**src/rtl/encoder_with_priority_pkg.sv**
```systemverilog
// Shared constants and width helper for the MSB-first priority encoder.
package encoder_with_priority_pkg;

    localparam int unsigned DEFAULT_N = 8;
    localparam int unsigned Y_RST     = 0;
    localparam logic        VALID_RST = 1'b0;
    localparam logic        MULTI_RST = 1'b0;

    // Encoded index width; a 2-input encoder still needs one bit.
    function automatic int unsigned enc_width(input int unsigned n);
        return (n <= 2) ? 1 : $clog2(n);
    endfunction

endpackage

```
**src/rtl/encoder_with_priority_prio_enc_comb.sv**
```systemverilog
// Combinational MSB-first leading-one detector built as a binary tree.
// Leaves beyond N are tied off, so indices >= N can never be produced.
module prio_enc_comb
    import encoder_with_priority_pkg::*;
#(
    parameter int unsigned N = DEFAULT_N,
    parameter int unsigned W = enc_width(N)
) (
    input  logic [N-1:0] i_a,
    output logic [W-1:0] o_idx,
    output logic         o_hit,
    output logic         o_multi
);

    localparam int unsigned P = 1 << W;

    for (genvar l = 0; l <= W; l++) begin : g_lvl
        localparam int unsigned NODES = P >> l;
        logic [NODES-1:0]   hit;
        logic [NODES-1:0]   multi;
        logic [NODES*W-1:0] idx;

        if (l == 0) begin : g_leaf
            for (genvar j = 0; j < NODES; j++) begin : g_node
                if (j < N) begin : g_real
                    assign hit[j] = i_a[j];
                end else begin : g_pad
                    assign hit[j] = 1'b0;
                end
            end
            assign multi = '0;
            assign idx   = '0;
        end else begin : g_merge
            for (genvar j = 0; j < NODES; j++) begin : g_node
                logic w_lo_hit;
                logic w_hi_hit;
                assign w_lo_hit = g_lvl[l-1].hit[2*j];
                assign w_hi_hit = g_lvl[l-1].hit[2*j+1];
                assign hit[j]   = w_lo_hit | w_hi_hit;
                assign multi[j] = g_lvl[l-1].multi[2*j] | g_lvl[l-1].multi[2*j+1]
                                | (w_lo_hit & w_hi_hit);
                // Upper child wins; it contributes bit (l-1) of the index.
                assign idx[j*W +: W] = w_hi_hit
                    ? (g_lvl[l-1].idx[(2*j+1)*W +: W] | W'(32'd1 << (l-1)))
                    : g_lvl[l-1].idx[(2*j)*W +: W];
            end
        end
    end

    assign o_idx   = g_lvl[W].idx[W-1:0];
    assign o_hit   = g_lvl[W].hit[0];
    assign o_multi = g_lvl[W].multi[0];

endmodule

```
**src/rtl/encoder_with_priority.sv**
```systemverilog
// Registered MSB-first priority encoder with enable gating.
// Define ENCODER_WITH_PRIORITY_MULTI_HIT_EN to add the registered multi-hit output.
module encoder_with_priority
    import encoder_with_priority_pkg::*;
#(
    parameter int unsigned N = DEFAULT_N,
    parameter int unsigned W = enc_width(N)
) (
    input  logic         clk,
    input  logic         rst_n,
    input  logic [N-1:0] a,
    input  logic         en,
    output logic [W-1:0] y,
    output logic         valid
`ifdef ENCODER_WITH_PRIORITY_MULTI_HIT_EN
    ,
    output logic         multi
`endif
);

    logic [W-1:0] w_idx;
    logic         w_hit;
    logic [W-1:0] w_y_next;
    logic         w_valid_next;
    logic [W-1:0] r_y;
    logic         r_valid;

`ifdef ENCODER_WITH_PRIORITY_MULTI_HIT_EN
    logic w_multi;
    logic w_multi_next;
    logic r_multi;
`else
    logic w_multi_unused;
`endif

    prio_enc_comb #(
        .N (N),
        .W (W)
    ) u_prio (
        .i_a     (a),
        .o_idx   (w_idx),
        .o_hit   (w_hit),
`ifdef ENCODER_WITH_PRIORITY_MULTI_HIT_EN
        .o_multi (w_multi)
`else
        .o_multi (w_multi_unused)
`endif
    );

    // Disabled encoder selects constants, so unknowns on a never reach the registers.
    always_comb begin
        w_y_next     = W'(Y_RST);
        w_valid_next = VALID_RST;
        if (en) begin
            w_y_next     = w_idx;
            w_valid_next = w_hit;
        end
    end

    always_ff @(posedge clk or negedge rst_n) begin
        if (!rst_n) begin
            r_y     <= W'(Y_RST);
            r_valid <= VALID_RST;
        end else begin
            r_y     <= w_y_next;
            r_valid <= w_valid_next;
        end
    end

    assign y     = r_y;
    assign valid = r_valid;

`ifdef ENCODER_WITH_PRIORITY_MULTI_HIT_EN
    always_comb begin
        w_multi_next = MULTI_RST;
        if (en) begin
            w_multi_next = w_multi;
        end
    end

    always_ff @(posedge clk or negedge rst_n) begin
        if (!rst_n) begin
            r_multi <= MULTI_RST;
        end else begin
            r_multi <= w_multi_next;
        end
    end

    assign multi = r_multi;
`endif

endmodule

```
**config.mk**
```make
export PLATFORM = sky130hd
export DESIGN_NAME = encoder_with_priority
export DESIGN_NICKNAME = d
export VERILOG_FILES = /design/src/rtl/encoder_with_priority_pkg.sv /design/src/rtl/encoder_with_priority_prio_enc_comb.sv /design/src/rtl/encoder_with_priority.sv
export SDC_FILE = /design/constraint.sdc
export NUM_CORES = 1
export LEC_CHECK = 0
export CAP_MARGIN = 20
export CORE_AREA = 5 5 42 44
export CTS_CLUSTER_DIAMETER = 100
export CTS_CLUSTER_SIZE = 12
export DETAILED_ROUTE_END_ITERATION = 6
export DIE_AREA = 0 0 47 49
export GPL_TIMING_DRIVEN = 0
export PLACE_DENSITY_LB_ADDON = 0.08
export SYNTH_ARGS = -nofsm -noshare
export SYNTH_HDL_FRONTEND = slang
export SYNTH_SLANG_ARGS = --single-unit
```
**constraint.sdc**
```tcl
create_clock -name clk -period 0.8 [get_ports clk]
set_input_delay 0.12 -clock clk [delete_from_list [all_inputs] [get_ports clk]]
set_output_delay 0.12 -clock clk [all_outputs]
set_load 0.02 [all_outputs]
```
Word level (Yosys, flattened, before mapping)
Cells that the tools add are included.
{ "word_totals": {"elab_cells": 18, "inputBits": 11, "reg_bits": 4} }
{ "op_classes": {"bitwise": 7, "mux": 9} }
{ "op_table": {"columns": ["operator", "count"], "rows": [
  ["$mux W3", 3],
  ["$or A1 B1 Y1", 7],
  ["$mux W1", 5],
  ["$mux W2", 1]
]} }

Logic depth before layout (Yosys ltp)
Gate-level depths: netlist of the first run.
{ "depth": {"ltp_word": 4, "ltp_mapped": 3, "depth_no_buf": 3} }

Hierarchy
From an unflattened synthesis of the first run, not the netlist that was laid out.
{ "unflattened": {"hier_cells": 26, "hier_area_um2": 244.0} }
{ "by_module_without_submodules": {"columns": ["mod", "n_inst", "cells_per_inst", "area_per_inst_um2"], "rows": [
  ["encoder_with_priority", 1, 8, 125.1],
  ["prio_enc_comb", 1, 18, 118.9]
]} }

Worst setup path after synthesis of the first run
No wires, ideal clock.
{ "synth_path": {"path_type": "in2reg", "startpoint": "input port a[7]", "endpoint": "register r_valid (netlist: valid)", "arrival_time_ns": 0.548, "path_slack_ns": 0.113, "required_time_ns": 0.661, "path_buffers": 0, "cell_stages": 2, "cell_sequence": "nor4_1 a31oi_1"} }
{ "synth_between": {"elab_chain_cells": 4} }
{ "synth_lines": {"columns": ["element", "line", "source"], "rows": [
  ["start, declared", "encoder_with_priority.sv:11", "input logic [N-1:0] a,"],
  ["$or A1 B1 Y1 (3 in a row)", "encoder_with_priority_prio_enc_comb.sv:39", "assign hit[j] = w_lo_hit | w_hi_hit;"],
  ["$mux W1", "encoder_with_priority.sv:54", "if (en) begin"],
  ["named net w_valid_next", "encoder_with_priority.sv:24", "logic w_valid_next;"],
  ["end signal, assigned", "encoder_with_priority.sv:66", "r_valid <= w_valid_next;"],
  ["end, declared", "encoder_with_priority.sv:26", "logic r_valid;"]
]} }
The timed path passes the listed nets, and every way through them passes these cells.

Worst setup path after layout of the first run
{ "layout_path": {"startpoint": "register r_y[2] (netlist: y[2])", "endpoint": "output port y[2]"} }
{ "layout_rtl": {"columns": ["element", "line", "source"], "rows": [
  ["start, declared", "encoder_with_priority.sv:25", "logic [W-1:0] r_y;"],
  ["start signal, assigned", "encoder_with_priority.sv:62", "r_y <= W'(Y_RST);"],
  ["start signal, assigned", "encoder_with_priority.sv:65", "r_y <= w_y_next;"],
  ["end, declared", "encoder_with_priority.sv:13", "output logic [W-1:0] y,"]
]} }
No word-level cell between the ends.

==> results summary, run 1 <==
The flow ran to the end, but the final reports show violations. The final reports fail on negative setup slack. The initial core utilization is 0.123. The number of nets produced by synthesis is 28. The number of hold buffers added after CTS was 0.

The summed instance area of the synthesized netlist came out at between 150 and 200 sq um. From synthesis to final layout, the design area changed by 122%. The worst slack at placement is -433 ps. The share of the synthesized area in the top cell type is 0.580.

In the final layout, the share of cells above drive strength 1 is 0.389. The detailed router placed ~210 vias in this run. The cell with the biggest individual delay on the critical path is dfrtp_1. VDD sags by at most between 300 and 400 uV. The arrival time at the worst endpoint is slightly above 700 ps. The core footprint is 1400 sq um. The final critical-path setup slack is -40.3 ps. The number of global-route vias before repair is ~220. Counting every sink on the clock net gives 4. Setup repair after global routing could not meet its margin everywhere. After detailed routing, the number of vias per cell comes to 4.02. The first-pass GRT wire length came out at just under 800 microns.

The number of fill cells is ~160. The floorplan has 14 rows. The tightest min-delay check is of the in -> async type. The number of antenna repair diodes came out at 0.

The most used flip-flop cell after synthesis is dfrtp_1. The CTS H-tree depth came out at 1. The proportion of register bits with asynchronous set or reset after synthesis is 1.00. For this run, the register share of the synthesized area comes to 0.580.

The number of buffers on the longest clock path came out at 2. The number of warning messages in the yosys log came out at 0. The area of the multi-input gates came out at ~80 sq um. Pin placement for this block handled 15 I/O pins. The combinational share of power is 0.235. The number of instances in the synthesized netlist is 17. TritonCTS built the clock tree. Dividing the detail-routed wire length by the instance count gives slightly above 10 microns. By instance count, the leading cell after synthesis is dfrtp_1.

The number of nets in the final layout came out at 49. The category of cells accounting for the largest share of critical-path delay is flip-flops. The total clock buffers created by CTS is 3. The final number of hold-violating endpoints was 0. In the finished design, the share of the clock period the worst path needs comes to 1.05. The number of non-filler instances in the completed layout came out at between 50 and 60. After synthesis the netlist holds a flip-flop and latch count of 4. The maximum clock rate is about 1.2 GHz. The total global-route track usage is 0.0538. The slew at the pin closest to its max-slew limit came out at approximately 260 ps.

By area the synthesized netlist is led by dfrtp_1 58%, nor2_1 6.5%, o31a_2 5.8%, a2bb2oi_1 5.1%, o41ai_1 5.1%. The number of iterations in the first detailed-routing pass is 4. The total of max-cap violations is 0.

The worst setup path is captured at a primary output. The number of library cell types mapped by synthesis came out at 12. Of all cell types, the one taking the most synthesized area is dfrtp_1.

The critical path is of the reg -> out type. The reported net switching power came out at ~0.00014 W. The total of buffers placed on input and output ports came out at 14. The sequential power share came out at 0.370. The clock slew at the register clock pins of the worst setup and hold paths came out at ~40 ps. The highest fanout seen on the critical path is 1. Routability-driven placement finished with a final weighted congestion of approximately 0.66. For this design the ratio of total power to cell area is between 1500 and 2000 nW/um^2.

The flip-flop and latch area is between 100 and 150 sq um. The overall die height is just under 50 microns. The number of antenna violations at the first check in global routing is 0.

Cell internal power was estimated by the tool at between 0.0004 and 0.0005 W. The wire-length estimate of the detail-placed layout is 385 microns. The required time of the worst setup path is 680 ps.

In this run the tightest slew margin relative to its limit is 0.824. The maximum number of pins on one net before global-route repair is 5. STA classifies the critical path startpoint as a flip-flop. Of the total power, the share spent switching nets is 0.231. The max-slew violation count came out at 0.

For this design the static power due to leakage is between 0.15 and 0.2 nW. The die is approximately 47 microns wide. The clock share of power is 0.395. Walking the worst path, the cells encountered are buf_6. The count of buffer and inverter cells on the critical path is 1.

In this run, the number of DRC markers left after iteration 0 of detailed routing was 1. The final global-route overflow total is 0. The routed design could run at a clock period as short as between 800 and 900 ps.

Setup violations remaining at the end of the flow were counted as 4. The average cell area after synthesis came out at roughly 10 sq um. The DRC violations left is 0. The number of flops mapped to enable cells by yosys is 0. CTS placed an instance of clkbuf_4 at the clock tree root. The number of nets with antenna violations after routing came out at 0. The commonest cells after synthesis are 4 x dfrtp_1, 3 x nor2_1.

The wire length reported by the detailed router is between 500 and 600 microns. The area enclosed by the die boundary came out at about 2300 sq um. The highest cell delay on the worst timing path is around 360 ps. The total placed cells including tap cells came out at 47.
## cell usage in the layout, fill, tap and decap left out
cell type and n:
o41ai_2 1, clkbuf_4 3, buf_4 2, clkdlybuf4s50_1 3, nor4_2 1, o31a_2 1
nor3_1 1, buf_6 4, inv_2 1, nor2_1 2, nor2_2 1, dfrtp_1 4
a2bb2oi_1 1, nand2_1 1, a21oi_1 1, a31oi_1 1, dlygate4sd2_1 7, inv_1 1
## cell type report
cell class / instances / area share
multi-input combinational: 11 / 0.212
sequential: 4 / 0.261
timing repair buffer: 16 / 0.395
clock buffer: 3 / 0.0588
inverter: 2 / 0.0196
tap: 16 / 0.0523
## cells by family (layout without fill, tap and decap cells)
family / Yosys count / after routing / synth area share
simple gates: 6 / 6 / 0.152
compound gates: 5 / 5 / 0.225
buf+inv: 2 / 21 / 0.0434
flops: 4 / 4 / 0.580
## worst max path at each step
stage / startpoint / to / slack, ps / cells after the start
2_1_floorplan: a[7] / valid$_DFF_PN0_ / 110 / 2
3_3_place_gp: a[7] / valid$_DFF_PN0_ / -450 / 3
3_5_place_dp: a[7] / valid$_DFF_PN0_ / -430 / 3
4_1_cts: y[2]$_DFF_PN0_ / y[2] / -60 / 1
5_1_grt: y[1]$_DFF_PN0_ / y[1] / -60 / 1
6_report: y[2]$_DFF_PN0_ / y[2] / -40 / 1
## power groups by stage
stage	registers, W	logic (W)	clock network [W]
3_3_place_gp	0.000222	0.000134	0
5_1_grt	0.000224	0.000152	0.000254
4_1_cts	0.000222	0.000138	0.000255
6_report	0.000223	0.000142	0.000238
3_5_place_dp	0.000223	0.000135	0
2_1_floorplan	0.000241	0.0000241	0
## metrics by stage
step / util / setup TNS, ps / area [sq um] / hold slack, ps / total power (W)
floorplan: - / 0 / 173 / -176 / 0.000265
global placement: 0.238 / -2460 / 333 / 332 / 0.000356
detailed placement: 0.238 / -2450 / 333 / 335 / 0.000358
CTS: 0.269 / -216 / 377 / 87.1 / 0.000615
global route: 0.273 / -229 / 383 / 110 / 0.000630
finish: 0.273 / -150 / 383 / 90.5 / 0.000602
## flip-flops by register name, summed over array words and instances (netlist names)
register,cells
y,3
valid,1
## metal layers
metal  vias to the layer above  track usage  share of wire
met2                        20       0.0588           0.44
li1                        100            -              -
met3                         4      0.00369           0.14
met5                         -            0              0
met1                        85       0.0558           0.36
met4                         0        0.111          0.069
## timing repair
| item | CTS | global route |
|---|---|---|
| gates resized for setup | 32 | 2 |
| endpoints found under the hold margin | 0 | 0 |
| pin swaps | 3 | 1 |
| endpoints found under the setup margin | 8 | 5 |
| setup buffers | 2 | 0 |
(Power assumes the default switching activity.)
==> run 2, diff against run 1 <==
CTS_CLUSTER_DIAMETER = 80   (was 100)
==> results of run 2 <==
Final layout, timing and power as in run 1 (identical DEF).
